`src/rtl/mem_loader.sv`:
```
// rtl/mem_loader.sv - loads imem/dmem images, runs the CPU for N cycles, dumps a dmem window
module mem_loader #(
    parameter int CNT_W = 10,
    parameter int RUN_W = 32
) (
    input  logic             clk,
    input  logic             arst_n,
    input  logic             start,
    input  logic [CNT_W-1:0] imem_words,
    input  logic [CNT_W-1:0] dmem_words,
    input  logic [RUN_W-1:0] run_cycles,
    input  logic [CNT_W-1:0] dump_words,
    input  logic             in_valid,
    output logic             in_ready,
    input  logic [63:0]      in_data,
    output logic             out_valid,
    input  logic             out_ready,
    output logic [63:0]      out_data,
    output logic             busy,
    output logic             done,
    output logic             cpu_enable,
    output logic [63:0]      addr_ext,
    output logic             wen_ext,
    output logic             ren_ext,
    output logic [31:0]      wdata_ext,
    output logic [63:0]      addr_ext_2,
    output logic             wen_ext_2,
    output logic             ren_ext_2,
    output logic [63:0]      wdata_ext_2,
    input  logic [63:0]      rdata_ext_2
);

    typedef enum logic [2:0] {
        S_IDLE,
        S_LOAD_I,
        S_LOAD_D,
        S_RUN,
        S_DUMP_RD,
        S_DUMP_CAP,
        S_DUMP_OUT,
        S_DONE
    } state_t;

    localparam logic [CNT_W-1:0] CNT_ONE = {{(CNT_W-1){1'b0}}, 1'b1};
    localparam logic [RUN_W-1:0] RUN_ONE = {{(RUN_W-1){1'b0}}, 1'b1};

    state_t           r_state;
    state_t           w_next;
    logic [CNT_W-1:0] r_idx;
    logic [CNT_W-1:0] r_imem_words;
    logic [CNT_W-1:0] r_dmem_words;
    logic [CNT_W-1:0] r_dump_words;
    logic [RUN_W-1:0] r_run_cycles;
    logic [RUN_W-1:0] r_run_cnt;
    logic [RUN_W-1:0] w_run_load;
    logic [63:0]      r_out_data;
    logic             w_accept_start;
    logic             w_in_hs;
    logic             w_out_hs;
    logic             w_last_i;
    logic             w_last_d;
    logic             w_last_dump;
    logic [63:0]      w_addr_i;
    logic [63:0]      w_addr_d;

    assign w_accept_start = start && (r_state == S_IDLE || r_state == S_DONE);
    assign w_in_hs        = in_valid && in_ready;
    assign w_out_hs       = out_valid && out_ready;
    assign w_last_i       = (r_idx == r_imem_words - CNT_ONE);
    assign w_last_d       = (r_idx == r_dmem_words - CNT_ONE);
    assign w_last_dump    = (r_idx == r_dump_words - CNT_ONE);
    assign w_addr_i       = {{(64-CNT_W-2){1'b0}}, r_idx, 2'b00};
    assign w_addr_d       = {{(64-CNT_W-3){1'b0}}, r_idx, 3'b000};

    // A RUN entered straight from IDLE/DONE must see the count being latched this cycle.
    assign w_run_load = w_accept_start ? run_cycles : r_run_cycles;

    always_comb begin
        w_next = r_state;
        case (r_state)
            S_IDLE, S_DONE: begin
                if (start) begin
                    if (imem_words != '0)      w_next = S_LOAD_I;
                    else if (dmem_words != '0) w_next = S_LOAD_D;
                    else                       w_next = S_RUN;
                end
            end
            S_LOAD_I: begin
                if (w_in_hs && w_last_i) begin
                    w_next = (r_dmem_words != '0) ? S_LOAD_D : S_RUN;
                end
            end
            S_LOAD_D: begin
                if (w_in_hs && w_last_d) w_next = S_RUN;
            end
            S_RUN: begin
                if (r_run_cnt <= RUN_ONE) begin
                    w_next = (r_dump_words != '0) ? S_DUMP_RD : S_DONE;
                end
            end
            S_DUMP_RD:  w_next = S_DUMP_CAP;
            S_DUMP_CAP: w_next = S_DUMP_OUT;
            S_DUMP_OUT: begin
                if (out_ready) w_next = w_last_dump ? S_DONE : S_DUMP_RD;
            end
            default:    w_next = S_IDLE;
        endcase
    end

    always_ff @(posedge clk or negedge arst_n) begin
        if (!arst_n) begin
            r_state <= S_IDLE;
        end else begin
            r_state <= w_next;
        end
    end

    always_ff @(posedge clk or negedge arst_n) begin
        if (!arst_n) begin
            r_idx        <= '0;
            r_imem_words <= '0;
            r_dmem_words <= '0;
            r_dump_words <= '0;
            r_run_cycles <= '0;
            r_run_cnt    <= '0;
            r_out_data   <= '0;
        end else begin
            if (w_accept_start) begin
                r_imem_words <= imem_words;
                r_dmem_words <= dmem_words;
                r_dump_words <= dump_words;
                r_run_cycles <= run_cycles;
                r_idx        <= '0;
            end else if (r_state == S_LOAD_I && w_in_hs) begin
                r_idx <= w_last_i ? '0 : r_idx + CNT_ONE;
            end else if (r_state == S_LOAD_D && w_in_hs) begin
                r_idx <= w_last_d ? '0 : r_idx + CNT_ONE;
            end else if (r_state == S_DUMP_OUT && w_out_hs) begin
                r_idx <= r_idx + CNT_ONE;
            end

            if (w_next == S_RUN && r_state != S_RUN) begin
                r_run_cnt <= w_run_load;
            end else if (r_state == S_RUN && r_run_cnt != '0) begin
                r_run_cnt <= r_run_cnt - RUN_ONE;
            end

            if (r_state == S_DUMP_CAP) r_out_data <= rdata_ext_2;
        end
    end

    // Strobes are purely combinational from state and handshake; addresses idle at zero.
    assign busy        = !(r_state == S_IDLE || r_state == S_DONE);
    assign done        = (r_state == S_DONE);
    assign in_ready    = (r_state == S_LOAD_I) || (r_state == S_LOAD_D);
    assign cpu_enable  = (r_state == S_RUN) && (r_run_cnt != '0);
    assign out_valid   = (r_state == S_DUMP_OUT);
    assign out_data    = r_out_data;

    assign wen_ext     = (r_state == S_LOAD_I) && in_valid;
    assign ren_ext     = 1'b0;
    assign addr_ext    = (r_state == S_LOAD_I) ? w_addr_i : 64'd0;
    assign wdata_ext   = (r_state == S_LOAD_I) ? in_data[31:0] : 32'd0;

    assign wen_ext_2   = (r_state == S_LOAD_D) && in_valid;
    assign ren_ext_2   = (r_state == S_DUMP_RD);
    assign addr_ext_2  = (r_state == S_LOAD_D || r_state == S_DUMP_RD) ? w_addr_d : 64'd0;
    assign wdata_ext_2 = (r_state == S_LOAD_D) ? in_data : 64'd0;

endmodule

```
`config.mk`:
```
export PLATFORM = sky130hd
export DESIGN_NAME = mem_loader
export DESIGN_NICKNAME = d
export VERILOG_FILES = /design/src/rtl/mem_loader.sv
export SDC_FILE = /design/constraint.sdc
export NUM_CORES = 1
export LEC_CHECK = 0
export CORE_AREA = 2 2 189 191
export CTS_CLUSTER_SIZE = 40
export DETAILED_ROUTE_END_ITERATION = 10
export DIE_AREA = 0 0 191 193
export SKIP_CTS_REPAIR_TIMING = 1
export SLEW_MARGIN = 20
export SYNTH_ARGS = -nofsm -noshare
export SYNTH_HDL_FRONTEND = slang
export SYNTH_SLANG_ARGS = --single-unit
```
`constraint.sdc`:
```
create_clock -name clk -period 3.3 [get_ports clk]
set_input_delay 0.66 -clock clk [delete_from_list [all_inputs] [get_ports clk]]
set_output_delay 0.66 -clock clk [all_outputs]
set_load 0.01 [all_outputs]
```
* After elaboration in Yosys (flattened, before gate mapping) *
Cells that the tools add are included.

cells by class
  multiplexer cells = 24
  equality and inequality tests = 12
  magnitude comparators = 1
  add/sub/neg operators = 5
  reductions and logical operators = 25

operators with widths
  cell                                                   number
  2-to-1 mux 32 bit                                      4
  2-to-1 mux 64 bit                                      1
  2-to-1 mux 10 bit                                      6
  nonzero test 10 bit                                    4
  <= comparator 32 x 1 -> 1 bit, second input constant   1
  nonzero test 32 bit                                    1
  subtractor 32 x 1 -> 32 bit, second input constant     1
  == test 10 bit                                         3
  subtractor 10 x 1 -> 10 bit, second input constant     3
  case mux 3 bit (7 select lines)                        1
  2-to-1 mux 3 bit                                       5
  2-to-1 mux 13 bit                                      1
  == test 3 bit, second input constant                   4
  logical AND 1 bit                                      12
  2-to-1 mux 12 bit                                      1
  adder 10 x 1 -> 10 bit, second input constant          1
  == test 3 x 2 -> 1 bit, second input constant          3
  2-to-1 mux 2 bit                                       3
  nonzero test 4 bit                                     1
  == test 3 x 1 -> 1 bit, second input constant          1
  zero test 3 bit                                        1
  logical OR 1 bit                                       3
  inequality test 3 x 2 -> 1 bit, second input constant  1
  2-to-1 mux 1 bit                                       2
  3 further kinds                                        3

storage, ports and cells
  flip-flop bits (word level) = 171
  output and inout bits = 297
  input port bits = 195

* Depth between registers and ports, before layout *
Gate-level depths: netlist of run 1.

  depth after elaboration = 9
  mapped depth = 14
  mapped depth without buffers = 11

* Least setup slack after synthesis of run 1 *
OpenSTA, ideal clock, no wires.

  kind = flip-flop to flip-flop
  from = register r_imem_words[0]
  to = register r_run_cnt[14]
  library setup time = 128 ps
  data required time = 3172 ps
  arrival = 3080 ps
  cell stages (with the launch flop) = 13
  slack = 93 ps
  cells stage by stage = dfrtp_1 -> inv_1 -> ha_1 -> clkbuf_1 -> or4b_1 -> or3_1 -> a211o_1 -> o311ai_1 -> o2111ai_1 -> o21a_1 -> o211ai_2 -> buf_2 -> mux2_1

between the ends
  word-level cells in the longest chain between the ends = 8
  elaborated cells between the ends (all ways) = 9
  those cells by class = 1 x add/sub; 2 x eq/ne; 3 x mux; 3 x reduce/logical

RTL lines
  element                                                  RTL line  RTL
  from (decl)                                              50        logic [CNT_W-1:0] r_imem_words;
  from (signal assigned)                                   129       r_imem_words <= imem_words;
  subtractor 10 x 1 -> 10 bit *                            69        assign w_last_i = (r_idx == r_imem_words - CNT_ONE);
  == test 10 bit *                                         69
  logical AND 1 bit *                                      89        if (w_in_hs && w_last_i) begin
  2-to-1 mux 3 bit *                                       89
  case mux 3 bit (7 select lines) *                        80        case (r_state)
  == test 3 x 2 -> 1 bit *                                 142       if (w_next == S_RUN && r_state != S_RUN) begin
  logical AND 1 bit *                                      142
  2-to-1 mux 32 bit or nonzero test 2 bit (tied branches)  n/a
  to (signal assigned)                                     143       r_run_cnt <= w_run_load;
  to (signal assigned)                                     145       r_run_cnt <= r_run_cnt - RUN_ONE;
  to (decl)                                                54        logic [RUN_W-1:0] r_run_cnt;

Every way passes the cells marked *; elsewhere a longest branch is shown, timed or not.
A chain may end at the register's enable or synchronous reset.

* Worst setup path in the final report of run 1 *
  from = register r_run_cnt[7]
  to = register r_run_cnt[5]

between the ends
  word-level cells in the longest chain between the ends = 6
  elaborated cells between the ends (all ways) = 9
  those cells by class = 1 x order compare; 1 x eq/ne; 3 x mux; 4 x reduce/logical

RTL lines
  element                                                  RTL line  RTL
  <= comparator 32 x 1 -> 1 bit                            97        if (r_run_cnt <= RUN_ONE) begin
  2-to-1 mux 3 bit                                         97
  case mux 3 bit (7 select lines)                          80
  == test 3 x 2 -> 1 bit                                   142
  logical AND 1 bit                                        142
  2-to-1 mux 32 bit or nonzero test 2 bit (tied branches)  n/a

Parallel ways exist; a longest one is shown, timed or not.

==> run_results.csv, run 1 <==
group,metric,value,unit
clock_tree,htreeDepth,4,
power_and_ir_drop,powerDensity,876,nW/um^2
synth,yosysSeqAreaShare,0.424,
layout,final_layout_size_suffix_gt1_frac,0.182,
route,wl,34600,um
die,core-area,35000,um^2
global_routing,grt_pass1_vias,8394,
global_routing,grt_max_degree,67,
sta,finalCritPeriodShare,0.992,
sta,clock_skew,0.0145,ns
clock_tree,clkTransAtPathRegs,0.07,ns
die,die_y,193,um
route,first_iter_violations,347,
place,io_buffers,382,
layout,final_core_util,0.437,
die,die_w,191,um
sta,hold-worst-slack,0.186,ns
layout,fin_area,15300,um^2
route,avgViaCountPerCell,4.54,
sta,tightest_slew,0.633,ns
global_routing,grt_use_total,0.181,
synth,syn_area,10100,um^2
setup_path,r2r_end,"r_run_cnt[5]$_DFFE_PN0P_",
sta,drv_slew,0,
clock_tree,cts_root_buf,"clkbuf_16",
setup_path,required,3.62,ns
flow_run,maxCapViolCount,0,
synth,netlist_instances,1001,
clock_tree,clk_path_buf_depth,2,
hold_path,hp-class,"in -> async",
layout,area.growth.synth_to_final,51.4,%
clock_tree,cts_buffers,17,
global_routing,antenna_found_initial,8,
die,pin_count,492,
place,hpwl,27200,um
sta,fin_crit,3.27,ns
sta,clock.fmax,305,MHz
route,firstDrtPassIters,5,
power_and_ir_drop,peakVddDrop,0.476,mV
layout,finalNetCount,1617,
sta,setup_violations,0,
setup_path,crit_fanout,5,
sta,tns,0,ns
layout,multi_input_area,5250,um^2
setup_path,r2r_start,"r_run_cnt[7]$_DFFE_PN0P_",
global_routing,grt_pass1_wl,49800,um
synth,synthArstFlopShare,1.00,
setup_path,endpoint_kind,"register",
clock_tree,cts_tree,"yes",
place,place_congestion,0.834,
die,dieArea,36900,um^2
die,start_util,0.288,
synth,yosys_warnings,0,
synth,syn_area_per_cell,10.1,um^2
setup_path,arrival,3.59,ns
synth,yosysUniqueCellTypes,62,
clock_tree,clkLatencyLatePin,0.45,ns
power_and_ir_drop,p_leak,6.37,nW
route,vias,8597,
sta,hold_viol_final,0,
layout,n_fill_cell,3346,
setup_path,r2r.worst_path.cells,12,
die,num_rows,69,
setup_path,worstSetupPathType,"reg -> reg",
synth,synth_edf_count,0,
status,outcome,"finished, final reports clean",
sta,grt_setup_unrepaired,"yes",
synth,synth-seq-cells,171,
route,drtAntennaViolNets,0,
layout,seqCellArea,4280,um^2
setup_path,critPathLaunchType,"register",
clock_tree,clock_sinks,171,
route,drc_errors,0,
route,routedWlPerCell,18.3,um
global_routing,grt-ovfl-total,0,
sta,maxSlewHeadroom,0.578,
place,place_area,14400,um^2
setup_path,r2r_slack,0.03,ns
synth,synthFlopType,"dfrtp_1",
==> worst max path at each step <==
stage	from	endpoint	slack, ns	cells after the start
2_1_floorplan	r_imem_words[0]$_DFFE_PN0P_	r_run_cnt[14]$_DFFE_PN0P_	0.09	12
3_3_place_gp	imem_words[5]	r_run_cnt[8]$_DFFE_PN0P_	-0.26	9
3_5_place_dp	imem_words[5]	r_run_cnt[14]$_DFFE_PN0P_	-0.31	9
4_1_cts	r_run_cnt[10]$_DFFE_PN0P_	cpu_enable	-0.41	7
5_1_grt	r_run_cnt[7]$_DFFE_PN0P_	r_run_cnt[15]$_DFFE_PN0P_	-0.10	12
6_report	r_run_cnt[7]$_DFFE_PN0P_	r_run_cnt[5]$_DFFE_PN0P_	0.03	12
==> cells in the final DEF, fill, tap and decap left out, types with 26 or more instances in the layout <==
| cell | instances |
|---|---|
| dfrtp_1 | 170 |
| nand2_1 | 34 |
| buf_4 | 52 |
| nand3_1 | 34 |
| and2_1 | 109 |
| conb_1 | 109 |
| xnor2_1 | 26 |
| clkdlybuf4s50_1 | 380 |
| nor2_1 | 47 |
| mux2_2 | 126 |
==> cells in the mapped netlist (4+ instances only) <==
master / number / area, um^2
o211ai_1: 13 / 97.6
inv_1: 20 / 75.1
xor2_1: 24 / 210
a21oi_1: 20 / 100
and2_1: 109 / 682
ha_1: 6 / 75.1
clkbuf_1: 42 / 158
nand2_1: 34 / 128
buf_4: 111 / 833
dfrtp_1: 171 / 4280
mux2_2: 126 / 1420
o21ai_0: 18 / 90.1
nor3_1: 25 / 125
a31oi_1: 7 / 43.8
nand3_1: 36 / 180
nand3b_1: 5 / 37.5
nand2b_1: 30 / 188
and3_1: 6 / 37.5
or3_1: 14 / 87.6
o311ai_1: 4 / 35.0
a211o_1: 4 / 35.0
nor4_1: 11 / 68.8
nor2b_1: 11 / 68.8
or4_1: 10 / 75.1
xnor2_1: 26 / 228
nor2_1: 50 / 188
or2_2: 6 / 37.5
nand4_1: 7 / 43.8
==> kinds of logic after synthesis <==
kind of cell / share of synthesized area
compound gates: 0.0655
xor+xnor: 0.0434
mux: 0.146
flops: 0.424
buf+inv: 0.109
simple gates: 0.204
other cells: 0.000372
fa+ha+maj: 0.00744
==> per-stage QoR <==
stage	cells	total power, mW	setup slack, ns
after floorplan	1109	7.60	0.0925
after global placement	1847	10.7	-0.258
after detailed placement	1847	10.8	-0.306
after CTS	1879	13.1	-0.409
after global routing	1890	14.3	-0.105
final	1892	13.4	0.0252
==> registers in the layout, indices dropped and copies added, names as in the netlist <==
name          cells
r_dmem_words     10
r_run_cnt        32
r_state           3
r_imem_words     10
r_idx            10
out_data         64
r_run_cycles     32
r_dump_words     10
==> final cells by class <==
class	count	area share
diodes	2	0.000328
clock buffers	17	0.0279
clock inverters	15	0.0134
inverters	20	0.00492
multi-input cells	758	0.344
flip-flops and latches	171	0.280
well taps	461	0.0378
repair buffers	448	0.292
==> where the power goes <==
group / leakage, nW / internal, mW / switching, mW / total [mW]
Clock: 0.303 / 1.22 / 0.949 / 2.17
Combinational: 4.04 / 4.06 / 3.25 / 7.31
Sequential: 2.03 / 3.14 / 0.755 / 3.89
Total: 6.37 / 8.42 / 4.96 / 13.4
==> per-layer routing <==
layer	vias up	track usage	part of all wire
met4	10	0.0516	0.014
met1	4144	0.209	0.39
li1	4055	-	-
met3	38	0.0684	0.093
met5	-	0	0.0018
met2	350	0.313	0.51
==> worst max-delay path, stage by stage (launching register included) <==
cell and delay, ns:
dfrtp_1 0.38, or4_4 0.53, or3_4 0.36, nor4_4 0.32, a31oi_1 0.12, or3_1 0.36
a211o_1 0.28, o211ai_4 0.23, buf_12 0.15, buf_12 0.12, buf_12 0.10, nand2b_4 0.11
nand3_2 0.07
Note: power is estimated with default switching activity, not from simulation.
==> inputs of run 2 (changes only) <==
CAP_MARGIN = 20   (was unset)
SLEW_MARGIN = unset   (was 20)
TNS_END_PERCENT = 30   (was unset)
==> run_results.csv, run 2 (synthesis results as in run 1) <==
group,metric,value,unit
die,dieArea,36900,um^2
route,routedWlPerCell,18.3,um
route,first_iter_violations,367,
sta,finalCritPeriodShare,0.992,
sta,hold-worst-slack,0.187,ns
die,die_y,193,um
die,num_rows,69,
clock_tree,clkTransAtPathRegs,0.07,ns
flow_run,maxCapViolCount,0,
route,vias,8555,
global_routing,antenna_found_initial,8,
place,place_congestion,0.834,
setup_path,r2r_slack,0.03,ns
global_routing,grt_use_total,0.181,
clock_tree,clkLatencyLatePin,0.45,ns
power_and_ir_drop,p_sw_frac,0.370,
layout,multi_input_area,5230,um^2
power_and_ir_drop,powerDensity,874,nW/um^2
sta,maxSlewHeadroom,0.575,
global_routing,grt_max_degree,67,
place,dp_cells,1847,
power_and_ir_drop,p_comb_frac,0.544,
sta,setup_violations,0,
setup_path,r2r.worst_path.cells,12,
setup_path,slowest_stage,"or4_4",
layout,finalNonFillerCells,1892,
clock_tree,clock_sinks,171,
sta,drv_slew,0,
setup_path,crit_start,"r_run_cnt[7]$_DFFE_PN0P_",
setup_path,worstSetupPathType,"reg -> reg",
sta,hold_viol_final,0,
power_and_ir_drop,peakVddDrop,0.477,mV
layout,finalNetCount,1617,
route,avgViaCountPerCell,4.52,
route,wl,34600,um
sta,clock_skew,0.0163,ns
die,die_w,191,um
layout,n_fill_cell,3351,
power_and_ir_drop,p_int,8.39,mW
clock_tree,cts_buffers,17,
place,io_buffers,382,
setup_path,required,3.63,ns
status,outcome,"finished, final reports clean",
route,drc_errors,0,
setup_path,crit_fanout,6,
global_routing,grt_pass1_wl,49800,um
die,core-area,35000,um^2
sta,fin_crit,3.27,ns
sta,grt_setup_unrepaired,"yes",
sta,tns,0,ns
power_and_ir_drop,p_total,13.3,mW
global_routing,grt-ovfl-total,0,
global_routing,grt_pass1_vias,8394,
layout,area.growth.synth_to_final,51.1,%
sta,tightest_slew,0.638,ns
layout,layout_commonest_cell,"clkdlybuf4s50_1",
layout,final_layout_size_suffix_gt1_frac,0.180,
setup_path,r2r_start,"r_run_cnt[7]$_DFFE_PN0P_",
die,pin_count,492,
power_and_ir_drop,switching_power,4.93,mW
setup_path,crit_chain,"or4_4, or3_4, nor4_4, a31oi_1, or3_1, a211o_1, o211ai_4, buf_12, buf_6, buf_4, nand2b_1, o211ai_1",
place,hpwl,27200,um
clock_tree,cts_root_buf,"clkbuf_16",
setup_path,endpoint_kind,"register",
setup_path,arrival,3.60,ns
setup_path,r2r_end,"r_run_cnt[19]$_DFFE_PN0P_",
clock_tree,cts_tree,"yes",
sta,clock.fmax,305,MHz
power_and_ir_drop,p_leak,6.35,nW
route,firstDrtPassIters,5,
layout,largest_reg_flops,64,
power_and_ir_drop,seqPwrFrac,0.292,
setup_path,critPathMaxStageDelay,0.53,ns
layout,seqCellArea,4280,um^2
hold_path,hp-class,"in -> async",
clock_tree,htreeDepth,4,
layout,final_cell_mix,"clkdlybuf4s50_1, dfrtp_1, mux2_2",
power_and_ir_drop,pwr-share-clk,0.163,
setup_path,endpoint,"r_run_cnt[19]$_DFFE_PN0P_",
clock_tree,clk_path_buf_depth,2,
die,start_util,0.288,
setup_path,critPathLaunchType,"register",
route,drtAntennaViolNets,0,
run 2: changes by cell type in the layout (fill, tap and decap cells not counted):
cell	change
buf_6	-2
a21oi_1	+1
nor2_2	+1
nor2_4	-1
a21oi_2	-1
nand2b_4	-2
nand2b_1	+2
buf_4	+2
run 2: metal layers:
layer,global-route usage,up-vias,wire length [um],share of wire
li1,-,4054,-,-
met1,0.209,4127,13400,0.39
met2,0.313,332,17500,0.51
met3,0.0684,32,3180,0.092
met4,0.0516,10,446,0.013
met5,0,-,64,0.0018
run 2: critical path, delay by kind of cell (launching register included):
family / cells / cell delay (ns)
AND/OR/NAND/NOR: 5 / 1.66
AO/OA/AOI/OAI: 4 / 0.71
buffers and inverters: 3 / 0.39
flip-flops: 1 / 0.38
run 2: stage by stage:
step	setup WS [ns]	util	cell area (um^2)
global placement	-0.258	0.411	14400
CTS	-0.409	0.429	15000
global route	-0.0992	0.436	15200
detailed placement	-0.306	0.411	14400
floorplan	0.0925	-	10500
finish	0.0265	0.436	15200
run 2: cell type report:
cell class | instances | area share
Clock buffer | 17 | 0.0279
Tap cell | 461 | 0.0378
Sequential cell | 171 | 0.281
Clock inverter | 15 | 0.0134
Antenna cell | 2 | 0.000328
Inverter | 20 | 0.00493
Multi-Input combinational cell | 758 | 0.343
Timing Repair Buffer | 448 | 0.292
run 2: how the worst min path moves through the flow:
stage / slack (ns) / start / end / depth (start not counted)
6_report: 0.19 / arst_n / r_run_cycles[5]$_DFF_PN0_ / 1
3_3_place_gp: 0.48 / r_run_cycles[18]$_DFF_PN0_ / r_run_cycles[18]$_DFF_PN0_ / 1
3_5_place_dp: 0.48 / r_run_cycles[18]$_DFF_PN0_ / r_run_cycles[18]$_DFF_PN0_ / 1
2_1_floorplan: 0.36 / arst_n / out_data[0]$_DFFE_PN0P_ / 0
5_1_grt: 0.22 / arst_n / r_run_cycles[7]$_DFF_PN0_ / 1
4_1_cts: 0.20 / arst_n / r_run_cycles[5]$_DFF_PN0_ / 1
run 2: power by group through the flow:
| stage | sequential [mW] | combinational, mW | clock [mW] |
|---|---|---|---|
| 2_1_floorplan | 3.90 | 3.71 | 0 |
| 3_3_place_gp | 3.88 | 6.83 | 0 |
| 3_5_place_dp | 3.92 | 6.89 | 0 |
| 6_report | 3.89 | 7.25 | 2.17 |
| 5_1_grt | 4.05 | 7.86 | 2.32 |
| 4_1_cts | 3.90 | 6.94 | 2.24 |
